[config.mk]
export PLATFORM = sky130hd
export DESIGN_NAME = aes_core_arbiter_flat
export DESIGN_NICKNAME = d
export VERILOG_FILES = /design/src/rtl/aes_core_arbiter_if.sv /design/src/rtl/aes_core_arbiter.sv /design/src/flat_wrapper.sv
export SDC_FILE = /design/constraint.sdc
export NUM_CORES = 1
export LEC_CHECK = 0
export BUFFER_PORTS_ARGS = -buffer_cell sky130_fd_sc_hd__buf_2
export CORE_AREA = 2 2 405 407
export CTS_CLUSTER_SIZE = 14
export DETAILED_ROUTE_END_ITERATION = 8
export DIE_AREA = 0 0 407 409
export HOLD_SLACK_MARGIN = 0.06
export PLACE_DENSITY = 0.34
export SYNTH_ARGS = -nofsm -noshare
export SYNTH_HDL_FRONTEND = slang
export SYNTH_SLANG_ARGS = --single-unit
[constraint.sdc]
create_clock -name clk_i -period 4.4 [get_ports clk_i]
set_clock_uncertainty 0.1 [all_clocks]
set_input_delay 0.66 -clock clk_i [delete_from_list [all_inputs] [get_ports clk_i]]
set_output_delay 0.66 -clock clk_i [all_outputs]
set_load 0.01 [all_outputs]
[src/rtl/aes_core_arbiter_if.sv]
// Requester-side bus of aes_core_arbiter: per-requester operand handshake
// plus the shared result bus with per-requester valid/ready.
interface aes_core_arbiter_if #(
    parameter int unsigned N_REQ = 2
);
    logic [N_REQ-1:0]        req_valid_i;
    logic [N_REQ-1:0]        req_ready_o;
    logic [N_REQ-1:0][127:0] req_text_i;
    logic [N_REQ-1:0][127:0] req_key_i;
    logic [N_REQ-1:0]        rsp_valid_o;
    logic [N_REQ-1:0]        rsp_ready_i;
    logic [127:0]            rsp_data_o;

    modport master (
        output req_valid_i, req_text_i, req_key_i, rsp_ready_i,
        input  req_ready_o, rsp_valid_o, rsp_data_o
    );

    modport slave (
        input  req_valid_i, req_text_i, req_key_i, rsp_ready_i,
        output req_ready_o, rsp_valid_o, rsp_data_o
    );
endinterface

[src/rtl/aes_core_arbiter.sv]
// Round-robin arbiter/sequencer sharing one AES core between N_REQ requesters:
// owns the core ld/done protocol, holds operands, routes results, watchdog.
module aes_core_arbiter #(
    parameter int unsigned N_REQ   = 2,
    parameter int unsigned TIMEOUT = 64,
    localparam int unsigned GW     = (N_REQ > 1) ? $clog2(N_REQ) : 1,
    localparam int unsigned WW     = $clog2(TIMEOUT) + 1
) (
    input  logic                clk_i,
    input  logic                rst_ni,
    input  logic                clear_i,
    input  logic                enable_i,
    aes_core_arbiter_if.slave   bus,
    output logic                core_ld_o,
    output logic [127:0]        core_text_o,
    output logic [127:0]        core_key_o,
    input  logic                core_done_i,
    input  logic [127:0]        core_text_i,
    output logic                busy_o,
    output logic [GW-1:0]       grant_o,
    output logic                err_o
);

    typedef enum logic [1:0] {
        IDLE,
        LOAD,
        RUN,
        HOLD
    } state_e;

    state_e        state_q, state_d;
    logic [GW-1:0] last_q;
    logic [GW-1:0] grant_q;
    logic [127:0]  text_q;
    logic [127:0]  key_q;
    logic [127:0]  result_q;
    logic [WW-1:0] wdog_q;
    logic          err_q;

    logic          win_found;
    logic [GW-1:0] win_idx;
    logic [GW-1:0] cand;
    logic          accept;
    logic          timeout;
    logic          rsp_done;

    // Round-robin search starting one past the last owner, wrapping modulo N_REQ.
    always_comb begin
        win_found = 1'b0;
        win_idx   = '0;
        cand      = '0;
        for (int unsigned i = 1; i <= N_REQ; i++) begin
            cand = GW'((32'(last_q) + i) % N_REQ);
            if (!win_found && bus.req_valid_i[cand]) begin
                win_found = 1'b1;
                win_idx   = cand;
            end
        end
    end

    always_ff @(posedge clk_i or negedge rst_ni) begin
        if (!rst_ni) begin
            state_q <= IDLE;
        end else begin
            state_q <= state_d;
        end
    end

    always_comb begin
        state_d         = state_q;
        bus.req_ready_o = '0;
        bus.rsp_valid_o = '0;
        core_ld_o       = 1'b0;
        accept          = 1'b0;
        timeout         = 1'b0;
        rsp_done        = 1'b0;
        unique case (state_q)
            IDLE: begin
                if (enable_i && win_found && !clear_i) begin
                    bus.req_ready_o[win_idx] = 1'b1;
                    accept                   = 1'b1;
                    state_d                  = LOAD;
                end
            end
            LOAD: begin
                core_ld_o = 1'b1;
                state_d   = RUN;
            end
            RUN: begin
                // A done arriving in the same cycle as the trip point wins.
                if (core_done_i) begin
                    state_d = HOLD;
                end else if (wdog_q == WW'(TIMEOUT - 2)) begin
                    timeout = 1'b1;
                    state_d = IDLE;
                end
            end
            HOLD: begin
                bus.rsp_valid_o[grant_q] = 1'b1;
                if (bus.rsp_ready_i[grant_q]) begin
                    rsp_done = 1'b1;
                    state_d  = IDLE;
                end
            end
            default: state_d = IDLE;
        endcase
        if (clear_i) begin
            state_d = IDLE;
        end
    end

    always_ff @(posedge clk_i or negedge rst_ni) begin
        if (!rst_ni) begin
            last_q   <= GW'(N_REQ - 1);
            grant_q  <= '0;
            text_q   <= '0;
            key_q    <= '0;
            result_q <= '0;
            wdog_q   <= '0;
            err_q    <= 1'b0;
        end else if (clear_i) begin
            last_q   <= GW'(N_REQ - 1);
            grant_q  <= '0;
            text_q   <= '0;
            key_q    <= '0;
            result_q <= '0;
            wdog_q   <= '0;
            err_q    <= 1'b0;
        end else begin
            if (accept) begin
                text_q  <= bus.req_text_i[win_idx];
                key_q   <= bus.req_key_i[win_idx];
                grant_q <= win_idx;
            end
            if (state_q == LOAD) begin
                wdog_q <= '0;
            end else if (state_q == RUN) begin
                wdog_q <= wdog_q + 1'b1;
            end
            if (state_q == RUN && core_done_i) begin
                result_q <= core_text_i;
            end
            if (timeout) begin
                err_q  <= 1'b1;
                last_q <= grant_q;
            end
            if (rsp_done) begin
                last_q <= grant_q;
            end
        end
    end

    assign core_text_o    = text_q;
    assign core_key_o     = key_q;
    assign bus.rsp_data_o = result_q;
    assign busy_o         = (state_q != IDLE);
    assign grant_o        = grant_q;
    assign err_o          = err_q;

    a_ready_onehot: assert property (@(posedge clk_i) disable iff (!rst_ni)
        $onehot0(bus.req_ready_o));
    a_rsp_onehot: assert property (@(posedge clk_i) disable iff (!rst_ni)
        $onehot0(bus.rsp_valid_o));
    a_operands_stable: assert property (@(posedge clk_i) disable iff (!rst_ni)
        (state_q == RUN && !clear_i) |=> ($stable(text_q) && $stable(key_q)));
    a_rsp_held: assert property (@(posedge clk_i) disable iff (!rst_ni)
        (state_q == HOLD && !bus.rsp_ready_i[grant_q] && !clear_i) |=> state_q == HOLD);

endmodule

[src/flat_wrapper.sv]
// flat-port wrapper written by rule: the top's interface ports become plain ports
module aes_core_arbiter_flat 
#(
    parameter int unsigned N_REQ   = 2,
    parameter int unsigned TIMEOUT = 64,
    localparam int unsigned GW     = (N_REQ > 1) ? $clog2(N_REQ) : 1,
    localparam int unsigned WW     = $clog2(TIMEOUT) + 1
)
  (clk_i, rst_ni, clear_i, enable_i, core_ld_o, core_text_o, core_key_o, core_done_i, core_text_i, busy_o, grant_o, err_o, bus_req_valid_i, bus_req_text_i, bus_req_key_i, bus_rsp_ready_i, bus_req_ready_o, bus_rsp_valid_o, bus_rsp_data_o);
  aes_core_arbiter_if #(.N_REQ(N_REQ)) bus_i ();
  input  logic clk_i;
  input  logic rst_ni;
  input  logic clear_i;
  input  logic enable_i;
  output logic core_ld_o;
  output logic [127:0] core_text_o;
  output logic [127:0] core_key_o;
  input  logic core_done_i;
  input  logic [127:0] core_text_i;
  output logic busy_o;
  output logic [GW-1:0] grant_o;
  output logic err_o;
  input wire logic [$bits(bus_i.req_valid_i)-1:0] bus_req_valid_i;
  input wire logic [$bits(bus_i.req_text_i)-1:0] bus_req_text_i;
  input wire logic [$bits(bus_i.req_key_i)-1:0] bus_req_key_i;
  input wire logic [$bits(bus_i.rsp_ready_i)-1:0] bus_rsp_ready_i;
  output wire logic [$bits(bus_i.req_ready_o)-1:0] bus_req_ready_o;
  output wire logic [$bits(bus_i.rsp_valid_o)-1:0] bus_rsp_valid_o;
  output wire logic [$bits(bus_i.rsp_data_o)-1:0] bus_rsp_data_o;
  assign bus_i.req_valid_i = bus_req_valid_i;
  assign bus_i.req_text_i = bus_req_text_i;
  assign bus_i.req_key_i = bus_req_key_i;
  assign bus_i.rsp_ready_i = bus_rsp_ready_i;
  assign bus_req_ready_o = bus_i.req_ready_o;
  assign bus_rsp_valid_o = bus_i.rsp_valid_o;
  assign bus_rsp_data_o = bus_i.rsp_data_o;
  aes_core_arbiter #(.N_REQ(N_REQ), .TIMEOUT(TIMEOUT)) u_core (.clk_i(clk_i), .rst_ni(rst_ni), .clear_i(clear_i), .enable_i(enable_i), .bus(bus_i), .core_ld_o(core_ld_o), .core_text_o(core_text_o), .core_key_o(core_key_o), .core_done_i(core_done_i), .core_text_i(core_text_i), .busy_o(busy_o), .grant_o(grant_o), .err_o(err_o));
endmodule
Yosys cells after proc, flatten, opt, wreduce, memory -nomap -nowiden:

Cells that the tools add are included.

* register bits after elaboration: 396
* bits of input ports: 649
* output and inout bits: 392
* logic and storage cells: 91

* add/subtract/negate cells: 3
* $lt $le $gt $ge: 6
* eq/ne operators: 7
* mux-type cells: 51
* reduce and logical (&&, ||, !) cells: 16

Operators with widths (count)
* $mux 128: 10
* $mux 1: 27
* $mux 7: 3
* $mux 2: 8
* $lt 1x2->1 const B: 4
* $pmux 2 s4: 1
* $reduce_bool 2->1: 4
* $add 7x1->7 const B: 1
* $eq 7x6->1 const B: 1
* $logic_and 1x1->1: 6
* $ne 3x2->1 const B: 2
* $reduce_bool 3->1: 2
* $eq 2x2->1 const B: 2
* $ne 4x3->1 const B: 1
* $reduce_and 3->1: 1
* $add 1x1->1 const B: 2
* $demux 1 s1: 2
* $eq 2x1->1 const B: 1
* $ge 1x1->1 const B: 2
* $logic_not 1->1: 2
* $logic_not 2->1: 1

Longest topological paths before layout:

Gate-level depths: netlist (run 1).

* depth in word-level cells: 13
* gate-level depth with buffers: 6
* gate-level depth less buffers: 6

Worst setup path after synthesis (run 1):

Ideal clock, no wire load.

* kind: input port to output port
* from: input port clear_i
* to: output port bus_req_ready_o[1]
* data arrival time: 1.380 ns
* required time: 3.640 ns
* path slack: 2.260 ns
* cell stages on the path: 4
* path buffers: 1
* cells stage by stage: clkbuf_1 > nor2_1 > nand3b_1 > nor2_1

* cells in the longest elaborated chain, start to end: 4

Ends and longest elaborated chain
* start, declared: RTL line flat_wrapper.sv:13 `input logic clear_i;`
* $logic_not 1->1: RTL line aes_core_arbiter.sv:79 `if (enable_i && win_found && !clear_i) begin`
* $logic_and 1x1->1: RTL line aes_core_arbiter.sv:79
* $mux 2: RTL line aes_core_arbiter.sv:79
* $mux 2: RTL line aes_core_arbiter.sv:77 `unique case (state_q)`
* end, declared: RTL line flat_wrapper.sv:27 `output wire logic [$bits(bus_i.req_ready_o)-1:0] bus_req_ready_o;`

Every way passes these cells.

Final worst setup path (run 1):

* from: register u_core.state_q[1]
* to: output port bus_req_ready_o[1]

* cells in the longest elaborated chain, start to end: 2

Ends and longest elaborated chain
* start, declared: RTL line aes_core_arbiter.sv:31 `state_e state_q, state_d;`
* start signal, assigned: RTL line aes_core_arbiter.sv:65 `state_q <= state_d;`
* $logic_not 2->1: RTL line aes_core_arbiter.sv:77
* $mux 2: RTL line aes_core_arbiter.sv:77

Every way passes these cells.

==> results of run 1 <==
-- cell type report --
cell class / instances / area (sq um)
tap: 2175 / 2720
sequential: 396 / 9910
multi-input combinational: 1225 / 6730
fill: 18500 / 135000
clock buffer: 83 / 1620
timing repair buffer: 1092 / 5820
clock inverter: 13 / 126
antenna: 13 / 32.5
inverter: 5 / 18.8
-- sequential cells by signal (all words and copies together) (netlist names) --
signal and cells:
u_core.bus.rsp_data_o 128, u_core.core_key_o 128, u_core.core_text_o 128, u_core.wdog_q 7, u_core.state_q 2, u_core.err_o 1, u_core.grant_o 1, u_core.last_q 1
-- cell usage in the layout (no fill, tap or decap), types with 12 or more instances in the layout --
| cell type | n |
|---|---|
| a22o_1 | 128 |
| a311oi_1 | 255 |
| buf_12 | 16 |
| buf_2 | 1038 |
| buf_4 | 35 |
| clkbuf_1 | 12 |
| clkbuf_16 | 53 |
| clkbuf_8 | 18 |
| dfrtp_1 | 395 |
| diode_2 | 13 |
| nand2_1 | 518 |
| nor2_1 | 270 |
-- layer usage --
| metal | vias up | GRT usage (%) | wire [microns] |
|---|---|---|---|
| li1 | 8396 | - | - |
| met1 | 8675 | 15.1 | 44400 |
| met2 | 737 | 20.8 | 51700 |
| met3 | 192 | 5.71 | 12100 |
| met4 | 38 | 5.54 | 4990 |
| met5 | - | 0.380 | 308 |
-- cell families (layout without fill, tap and decap cells) --
group,count (synthesis),after routing,synth area share (%)
simple gates,809,809,17.9
compound gates,409,409,20.3
flops,396,396,57.3
buf+inv,177,1193,4.05
mux,3,3,0.173
fa+ha+maj,2,2,0.145
xor+xnor,2,2,0.101
other cells,0,13,0
-- worst register-to-register path, delay by kind of cell (launching register included) --
family	cells	cell delay (ps)
flip-flops	1	620
AND/OR/NAND/NOR	2	690
buffers and inverters	2	870
AO/OA/AOI/OAI	1	290
-- power by group through the flow --
stage | sequential (W) | clock (W) | combinational [W]
after detailed placement | 0.00455 | 0 | 0.00325
after floorplan | 0.00470 | 0 | 0.00125
after global placement | 0.00455 | 0 | 0.00325
after CTS | 0.00450 | 0.00465 | 0.00326
final | 0.00449 | 0.00447 | 0.00317
after global routing | 0.00456 | 0.00480 | 0.00349
-- worst paths after layout --
path	from	to	slack (ps)	depth (start not counted)
worst max-delay path	u_core.state_q[1]	bus_req_ready_o[1]	1480	4
worst min-delay path	core_text_i[106]	u_core.bus.rsp_data_o[106]	140	2
worst max register to register	u_core.state_q[0]	u_core.core_text_o[83]	1720	5
worst min register to register	u_core.bus.rsp_data_o[31]	u_core.bus.rsp_data_o[31]	400	1
max in group asynchronous	rst_ni	u_core.core_key_o[46]	2560	3
min in group asynchronous	rst_ni	u_core.bus.rsp_data_o[2]	560	2
-- per-stage QoR --
step | instance area (sq um) | instances
floorplan | 17300 | 1798
global placement | 25200 | 4892
detailed placement | 25200 | 4892
CTS | 26900 | 4989
global route | 27000 | 4997
finish | 27000 | 5002
==> impl_metrics.tcl, run 1 <==
set metrics [dict create \
    end_kind "output pin" \
    cpLargestDelayFamily "flip-flops" \
    cp_data_arrival_time_ps 2160 \
    seq_power_share_pct 37.0 \
    via_count 18000 \
    start_util_pct 10.7 \
    synth-seq-cells 396 \
    fin_crit_sh_pct 66.4 \
    syn-num-nets 2449 \
    cts-root-buf "clkbuf_16" \
    setup_ws_ps 1480 \
    layout-drive-gt1-share_pct 42.1 \
    finalCriticalPeriod_ps 2920 \
    hold_buffers 1 \
    setup_viol 0 \
    htreeDepth 2 \
    dieArea_sq_um 166000 \
    p_sw_share_pct 34.9 \
    final-max-slew-violation-count 0 \
    p_clk_share_pct 36.8 \
    rsz0062_at_grt "no" \
    io_pins 1041 \
    syn_area_sq_um 17300 \
    place_ws_ps 1410 \
    worstSkewPairLatency_ps 620 \
    total_power_w 0.0121 \
    power.density_nw_per_um2 450 \
    yosysSeqAreaShare_pct 57.3 \
    synth_common_cells "nand2_1 (519), dfrtp_1 (395), nor2_1 (270), a311oi_1 (255), clkbuf_1 (138)" \
    max-vdd-ir-drop_mv 0.245 \
    holdWs_ps 136 \
    max_freq_ghz 0.342 \
    synth.most_common_cell "nand2_1" \
    worstPathRequired_ps 3640 \
    worstSetupPathType "reg2out" \
    leakage_nw 13.4 \
    antenna_found_initial 44 \
    maxCapViolCount 0 \
    gp_congestion 0.883 \
    path_clk_slew_ps 70 \
    port_buffers 1040 \
    timing.slew.headroom_pct 37.2 \
    wire_per_inst_microns 22.7 \
    grtUsageTotal_pct 13.0 \
    initialDrtViolationCount 1270 \
    synth_flop_cell "dfrtp_1" \
    hold_path.class "in2reg" \
    grt_pass1_wl_microns 152000 \
    fp.coreArea_sq_um 162000 \
    grt_max_degree 132 \
    critical-path-max-stage-delay_ps 710 \
    yosysWarnings 0 \
    synth_area_leaders "dfrtp_1 (57%), a311oi_1 (13%), nand2_1 (11%)" \
    finalHoldViolCount 0 \
    post_cts_buffers 0 \
    yosysTopAreaCellShare_pct 57.1 \
    syn_to_final_growth_pct 55.9 \
    cp_num_buf_inv 2 \
    dr.pass1.iters 5 \
    timing.setup.tns_ps 0 \
    ant_nets 0 \
    async_flop_share_pct 100 \
    synth-edff-count 0 \
    drt-vias-per-instance 3.61 \
    cts_inserted_buffers 53 \
    final_nets 3424 \
    drcViolationCount 0 \
    fp.dieW_microns 407 \
    syn-mean-instance-area_sq_um 9.63 \
    tightest_slew_ps 942 \
    cts_tree "built" \
    crit_fanout 16 \
    clock-sinks 396 \
    slowest_stage "dfrtp_1" \
    postSynthCellCount 1798 \
    hpwl_microns 89900 \
    synth_cell_type_count 35 \
    cts_resized 0 \
    overflow 0 \
    rows 148 \
    dieHeight_microns 409 \
    path_cells "inv_1 -> nand3b_1 -> nor2_1 -> buf_2" \
    grt_pass1_vias 18600 \
    synth_top_area_cell "dfrtp_1" \
    fin_util_pct 16.7 \
    clock_path_buffers 3 \
    intPower_w 0.00790 \
    pwr-share-comb_pct 26.1 \
    totalWireLength_microns 114000 \
    status "complete, no violations" \
    p_switching_w 0.00424 \
    start_kind "register" \
]
Note: power is estimated with default switching activity, not from simulation.
==> inputs of run 2 (changes only) <==
--- a/config.mk
+++ b/config.mk
@@ -6,10 +6,10 @@
 export NUM_CORES = 1
 export LEC_CHECK = 0
 export BUFFER_PORTS_ARGS = -buffer_cell sky130_fd_sc_hd__buf_2
-export CORE_AREA = 2 2 405 407
+export CORE_AREA = 2 2 407 409
 export CTS_CLUSTER_SIZE = 14
 export DETAILED_ROUTE_END_ITERATION = 8
-export DIE_AREA = 0 0 407 409
+export DIE_AREA = 0 0 409 411
 export HOLD_SLACK_MARGIN = 0.06
 export PLACE_DENSITY = 0.34
 export SYNTH_ARGS = -nofsm -noshare
==> constraint.sdc (replaced) <==
create_clock -name clk_i -period 2.77 [get_ports clk_i]
set_clock_uncertainty 0.1 [all_clocks]
set_input_delay 0.4155 -clock clk_i [delete_from_list [all_inputs] [get_ports clk_i]]
set_output_delay 0.4155 -clock clk_i [all_outputs]
set_load 0.01 [all_outputs]
==> run 2 against run 1 <==
  * Combinational power up 100%
  * Die area grew 0.98%
  * Core utilization grew 4.0 points
  * Register-to-register slack worse by 1600 ps
  * Sequential power increased by 59%
  * Total power increased by 71%
  * Global-route usage grew 0.33 points
  * Critical path type is now reg2reg
  * Largest power group unchanged
  * Highest routed layer unchanged
==> impl_metrics.tcl, run 2 (synthesis results as in run 1) <==
set metrics [dict create \
    clock_path_buffers 3 \
    wire_per_inst_microns 20.7 \
    grt_max_degree 117 \
    dp_cells 4947 \
    grt_pass1_vias 21800 \
    fp.coreArea_sq_um 164000 \
    hp-start "bus_rsp_ready_i[0]" \
    ff2ff_path_depth 7 \
    maxCapViolCount 0 \
    hold_path_end "u_core.last_q" \
    ant_nets 0 \
    htreeDepth 2 \
    status "complete, no violations" \
    worstSetupPathType "reg2reg" \
    hpwl_microns 92200 \
    worstPathRequired_ps 3230 \
    totalWireLength_microns 118000 \
    overflow 0 \
    dr.pass1.iters 5 \
    dieHeight_microns 411 \
    clock-sinks 396 \
    power.density_nw_per_um2 611 \
    routed.top_layer "met5" \
    fill_cells 18300 \
    grtUsageTotal_pct 13.4 \
    rows 149 \
    wl_met1_microns 50200 \
    layout-drive-gt1-share_pct 35.3 \
    max_freq_ghz 0.372 \
    layout.cells.non_filler 5690 \
    end_kind "register" \
    via_count 20900 \
    hold_path_depth 4 \
    final-max-slew-violation-count 0 \
    initialDrtViolationCount 1220 \
    antenna_found_initial 17 \
    crit_start "u_core.state_q[0]" \
    cts-root-buf "clkbuf_16" \
    crit_fanout 50 \
    path_clk_slew_ps 60 \
    final_cell_mix "buf_2 (1038), dlygate4sd3_1 (639), nand2_1 (518)" \
    dieArea_sq_um 168000 \
    gp_congestion 0.824 \
    r2r-end "u_core.core_key_o[13]" \
    start_kind "register" \
    max-vdd-ir-drop_mv 0.366 \
    start_util_pct 10.6 \
    port_buffers 1040 \
    cts_inserted_buffers 54 \
    final_nets 4105 \
    fp.dieW_microns 409 \
    rsz0062_at_grt "yes" \
    finalHoldViolCount 0 \
    drt-vias-per-instance 3.67 \
    drcViolationCount 0 \
    grt_pass1_wl_microns 163000 \
    leakage_nw 16.8 \
    cts_tree "built" \
    tightest_slew_ps 795 \
    worstSkewPairLatency_ps 640 \
    syn_to_final_growth_pct 95.9 \
    fin_crit_sh_pct 97.1 \
    fin_util_pct 20.7 \
    layout.cells.most_common "buf_2" \
    cp_data_arrival_time_ps 3150 \
    hold_path.class "in2reg" \
    setup_viol 0 \
    rr_startpoint "u_core.state_q[0]" \
    finalCriticalPeriod_ps 2690 \
    wl_met2_microns 56700 \
    timing.slew.headroom_pct 47.0 \
    rrSetupSlack_ps 80 \
    io_pins 1041 \
    wl_met3_microns 7610 \
]
==> run 2: cell count changes in the layout (fill, tap and decap cells not counted), moves of 2 or more <==
cell,delta
clkbuf_1,-3
dlygate4sd3_1,+638
diode_2,-7
clkinv_2,+4
buf_12,+13
clkbuf_8,-6
buf_4,+23
buf_16,+2
buf_6,+4
clkinvlp_4,+2
==> run 2: power by group <==
part	total [W]	internal [W]	switching, W
Sequential	0.00714	0.00658	0.000558
Combinational	0.00649	0.00298	0.00352
Clock	0.00710	0.00408	0.00302
Total	0.0207	0.0136	0.00709
==> run 2: worst max path at each step <==
stage | depth (start not counted) | endpoint | slack (ps)
3_5_place_dp | 7 | u_core.core_text_o[76] | 370
5_1_grt | 7 | u_core.core_key_o[20] | -10
3_3_place_gp | 7 | u_core.core_text_o[94] | 400
6_report | 7 | u_core.core_key_o[13] | 80
2_1_floorplan | 5 | u_core.core_key_o[0] | 880
4_1_cts | 5 | bus_req_ready_o[1] | 20
==> run 2: per-layer routing <==
metal | vias up | global-route usage, %
li1 | 9733 | -
met1 | 10200 | 16.8
met2 | 755 | 22.8
met3 | 121 | 3.15
met4 | 16 | 3.60
met5 | - | 0
==> run 2: through the flow <==
step	total power (W)	cell area (sq um)	hold slack (ps)	setup TNS, ps	setup slack, ps
finish	0.0207	33900	138	0	79.6
global route	0.0220	33900	116	-22.4	-13.4
CTS	0.0212	33800	79.3	0	15.3
detailed placement	0.0126	25700	297	0	366
global placement	0.0126	25700	296	0	401
floorplan	0.00945	17300	19.9	0	878
==> run 2: cell type report <==
cell class | instances | area (sq um) | share of cell area [%]
diodes | 6 | 15.0 | 0.0443
clock buffers | 75 | 1550 | 4.57
clock inverters | 22 | 195 | 0.576
inverters | 5 | 18.8 | 0.0554
multi-input cells | 1225 | 6730 | 19.9
flip-flops and latches | 396 | 9910 | 29.2
well taps | 2189 | 2740 | 8.08
repair buffers | 1772 | 12700 | 37.6
==> run 2: what timing repair did <==
item | in CTS | in global routing
hold buffers | 639 | 0
gates resized for setup | 0 | 7
setup endpoints to repair | 0 | 177
hold endpoints to repair | 440 | 0
setup buffers | 0 | 1
==> run 2: worst max-delay path: stages, from the launching register on <==
cell,delay [ps]
dfrtp_1,490
nor4_4,270
buf_4,180
buf_12,230
buf_16,250
nor2_1,70
a311oi_1,270
dlygate4sd3_1,590
==> inputs of run 3 (changes only) <==
==> constraint.sdc (replaced) <==
create_clock -name clk_i -period 2.77 [get_ports clk_i]
set_clock_uncertainty 0.1 [all_clocks]
set_input_delay 0.277 -clock clk_i [delete_from_list [all_inputs] [get_ports clk_i]]
set_output_delay 0.277 -clock clk_i [all_outputs]
set_load 0.01 [all_outputs]
==> run 3 against run 2 <==
  * Critical path type unchanged
  * Hold slack worse by 31 ps
  * Combinational power is 0.8% higher
  * Wire length is 2.0% higher
  * Highest routed layer unchanged
  * Final area is 1.2% higher
  * Total power is 5.1% higher
==> impl_metrics.tcl, run 3 (synthesis results as in run 1) <==
set metrics [dict create \
    status "complete, no violations" \
    max-vdd-ir-drop_mv 0.495 \
    totalWireLength_microns 120000 \
    overflow 0 \
    p_switching_w 0.00720 \
    start_util_pct 10.6 \
    fin_crit_sh_pct 95.9 \
    crit_top_cell "buf_16" \
    layout.cells.most_common "buf_2" \
    holdWs_ps 108 \
    fp.coreArea_sq_um 164000 \
    setup_viol 0 \
    port_buffers 1040 \
    worstSkewPairLatency_ps 630 \
    rr_startpoint "u_core.state_q[1]" \
    ant_nets 0 \
    path_clk_slew_ps 60 \
    seq_power_share_pct 32.7 \
    fin_util_pct 20.9 \
    p_clk_share_pct 37.2 \
    intPower_w 0.0146 \
    multi_input_area_sq_um 6740 \
    pwr-share-comb_pct 30.0 \
    layout-drive-gt1-share_pct 35.4 \
    dr.pass1.iters 5 \
    antenna_found_initial 15 \
    slowest_stage "dlygate4sd3_1" \
    start_kind "register" \
    timing.setup.tns_ps 0 \
    drt-vias-per-instance 3.70 \
    cts-root-buf "clkbuf_16" \
    clock_path_buffers 3 \
    timing.slew.headroom_pct 28.1 \
    maxCapViolCount 0 \
    cts_tree "built" \
    syn_to_final_growth_pct 98.2 \
    cts_inserted_buffers 54 \
    final-max-slew-violation-count 0 \
    final-seq-area_sq_um 9910 \
    cp_num_buf_inv 4 \
    gp_congestion 0.855 \
    finalHoldViolCount 0 \
    met3_usage_pct 2.87 \
    clock-sinks 396 \
    rsz0062_at_grt "no" \
    fill_cells 18300 \
    fp.dieW_microns 409 \
    cp_data_arrival_time_ps 3110 \
    dieArea_sq_um 168000 \
    grt_pass1_wl_microns 163000 \
    dieHeight_microns 411 \
    hold_path.class "in2async" \
    worstSetupPathType "reg2reg" \
    cpLargestDelayFamily "buffers and inverters" \
    leakage_nw 16.9 \
    finalCriticalPeriod_ps 2660 \
    path_cells "nor4_4 -> buf_6 -> buf_16 -> buf_16 -> nor2_1 -> a311oi_1 -> dlygate4sd3_1" \
    critical-path-max-stage-delay_ps 590 \
    end_kind "register" \
    initialDrtViolationCount 1246 \
    p_sw_share_pct 33.1 \
    crit_start "u_core.state_q[1]" \
    tightest_slew_ps 1080 \
    rows 149 \
    final_nets 4121 \
    top_usage_layer "met2" \
    via_count 21100 \
    wire_per_inst_microns 21.0 \
    grt_pass1_vias 21900 \
    final_cell_mix "buf_2 (1038), dlygate4sd3_1 (648), nand2_1 (518)" \
    hpwl_microns 92100 \
    total_power_w 0.0218 \
    power.density_nw_per_um2 635 \
    ff2ff_path_depth 7 \
    grtUsageTotal_pct 13.3 \
    grt_max_degree 130 \
    drcViolationCount 0 \
    io_pins 1041 \
    htreeDepth 2 \
    design_area_sq_um 34300 \
    max_freq_ghz 0.377 \
    crit_fanout 50 \
    grt_use_met1_pct 16.9 \
    grt_use_met2_pct 22.8 \
    worstPathRequired_ps 3230 \
    cp.depth 7 \
    placed_area_sq_um 25600 \
]
## run 3: layer usage
| metal | wire, microns | part of all wire, % |
|---|---|---|
| met3 | 7250 | 6.0 |
| met1 | 51700 | 43 |
| met4 | 2790 | 2.3 |
| met5 | 16 | 0.013 |
| met2 | 58100 | 48 |
## run 3: layout make-up
type	instances	share of cell area, %
repair buffers	1788	37.5
flip-flops and latches	396	28.9
multi-input cells	1225	19.6
well taps	2189	7.98
clock buffers	77	4.69
clock inverters	24	1.22
diodes	10	0.0729
inverters	5	0.0547
## run 3: worst paths after layout
kind | slack (ps) | endpoint
worst max register to register | 110 | u_core.core_key_o[70]
max in group asynchronous | 1500 | u_core.core_text_o[43]
worst min-delay path | 110 | u_core.bus.rsp_data_o[122]
min in group clk_i | 230 | u_core.core_key_o[50]
worst max-delay path | 110 | u_core.core_key_o[70]
worst min register to register | 400 | u_core.bus.rsp_data_o[126]
## run 3: power by group through the flow
stage	Combinational [W]	Sequential (W)	Clock, W
after floorplan	0.00198	0.00747	0
after global placement	0.00534	0.00722	0
after detailed placement	0.00535	0.00723	0
after CTS	0.00651	0.00713	0.00842
after global routing	0.00710	0.00723	0.00864
final	0.00654	0.00713	0.00810
## run 3: worst reg2reg max path, cell delays in order (launching register included)
cell and delay (ps):
dfrtp_2 530, nor4_4 300, buf_6 170, buf_16 210, buf_16 330, nor2_1 90
a311oi_1 260, dlygate4sd3_1 590
## run 3: metrics by stage
stage | cells | setup slack [ps]
final | 5714 | 114
after global routing | 5711 | 7.76
after CTS | 5698 | 30.6
after detailed placement | 4947 | 452
after global placement | 4947 | 510
after floorplan | 1798 | 1020
## run 3: what timing repair did
item / CTS / global route
pin swaps: 1 / 1
hold buffers: 648 / 0
cloned: 0 / 4
endpoints found under the hold margin: 669 / 0
resized for setup: 1 / 10
setup endpoints to repair: 1 / 147
setup buffers: 2 / 2
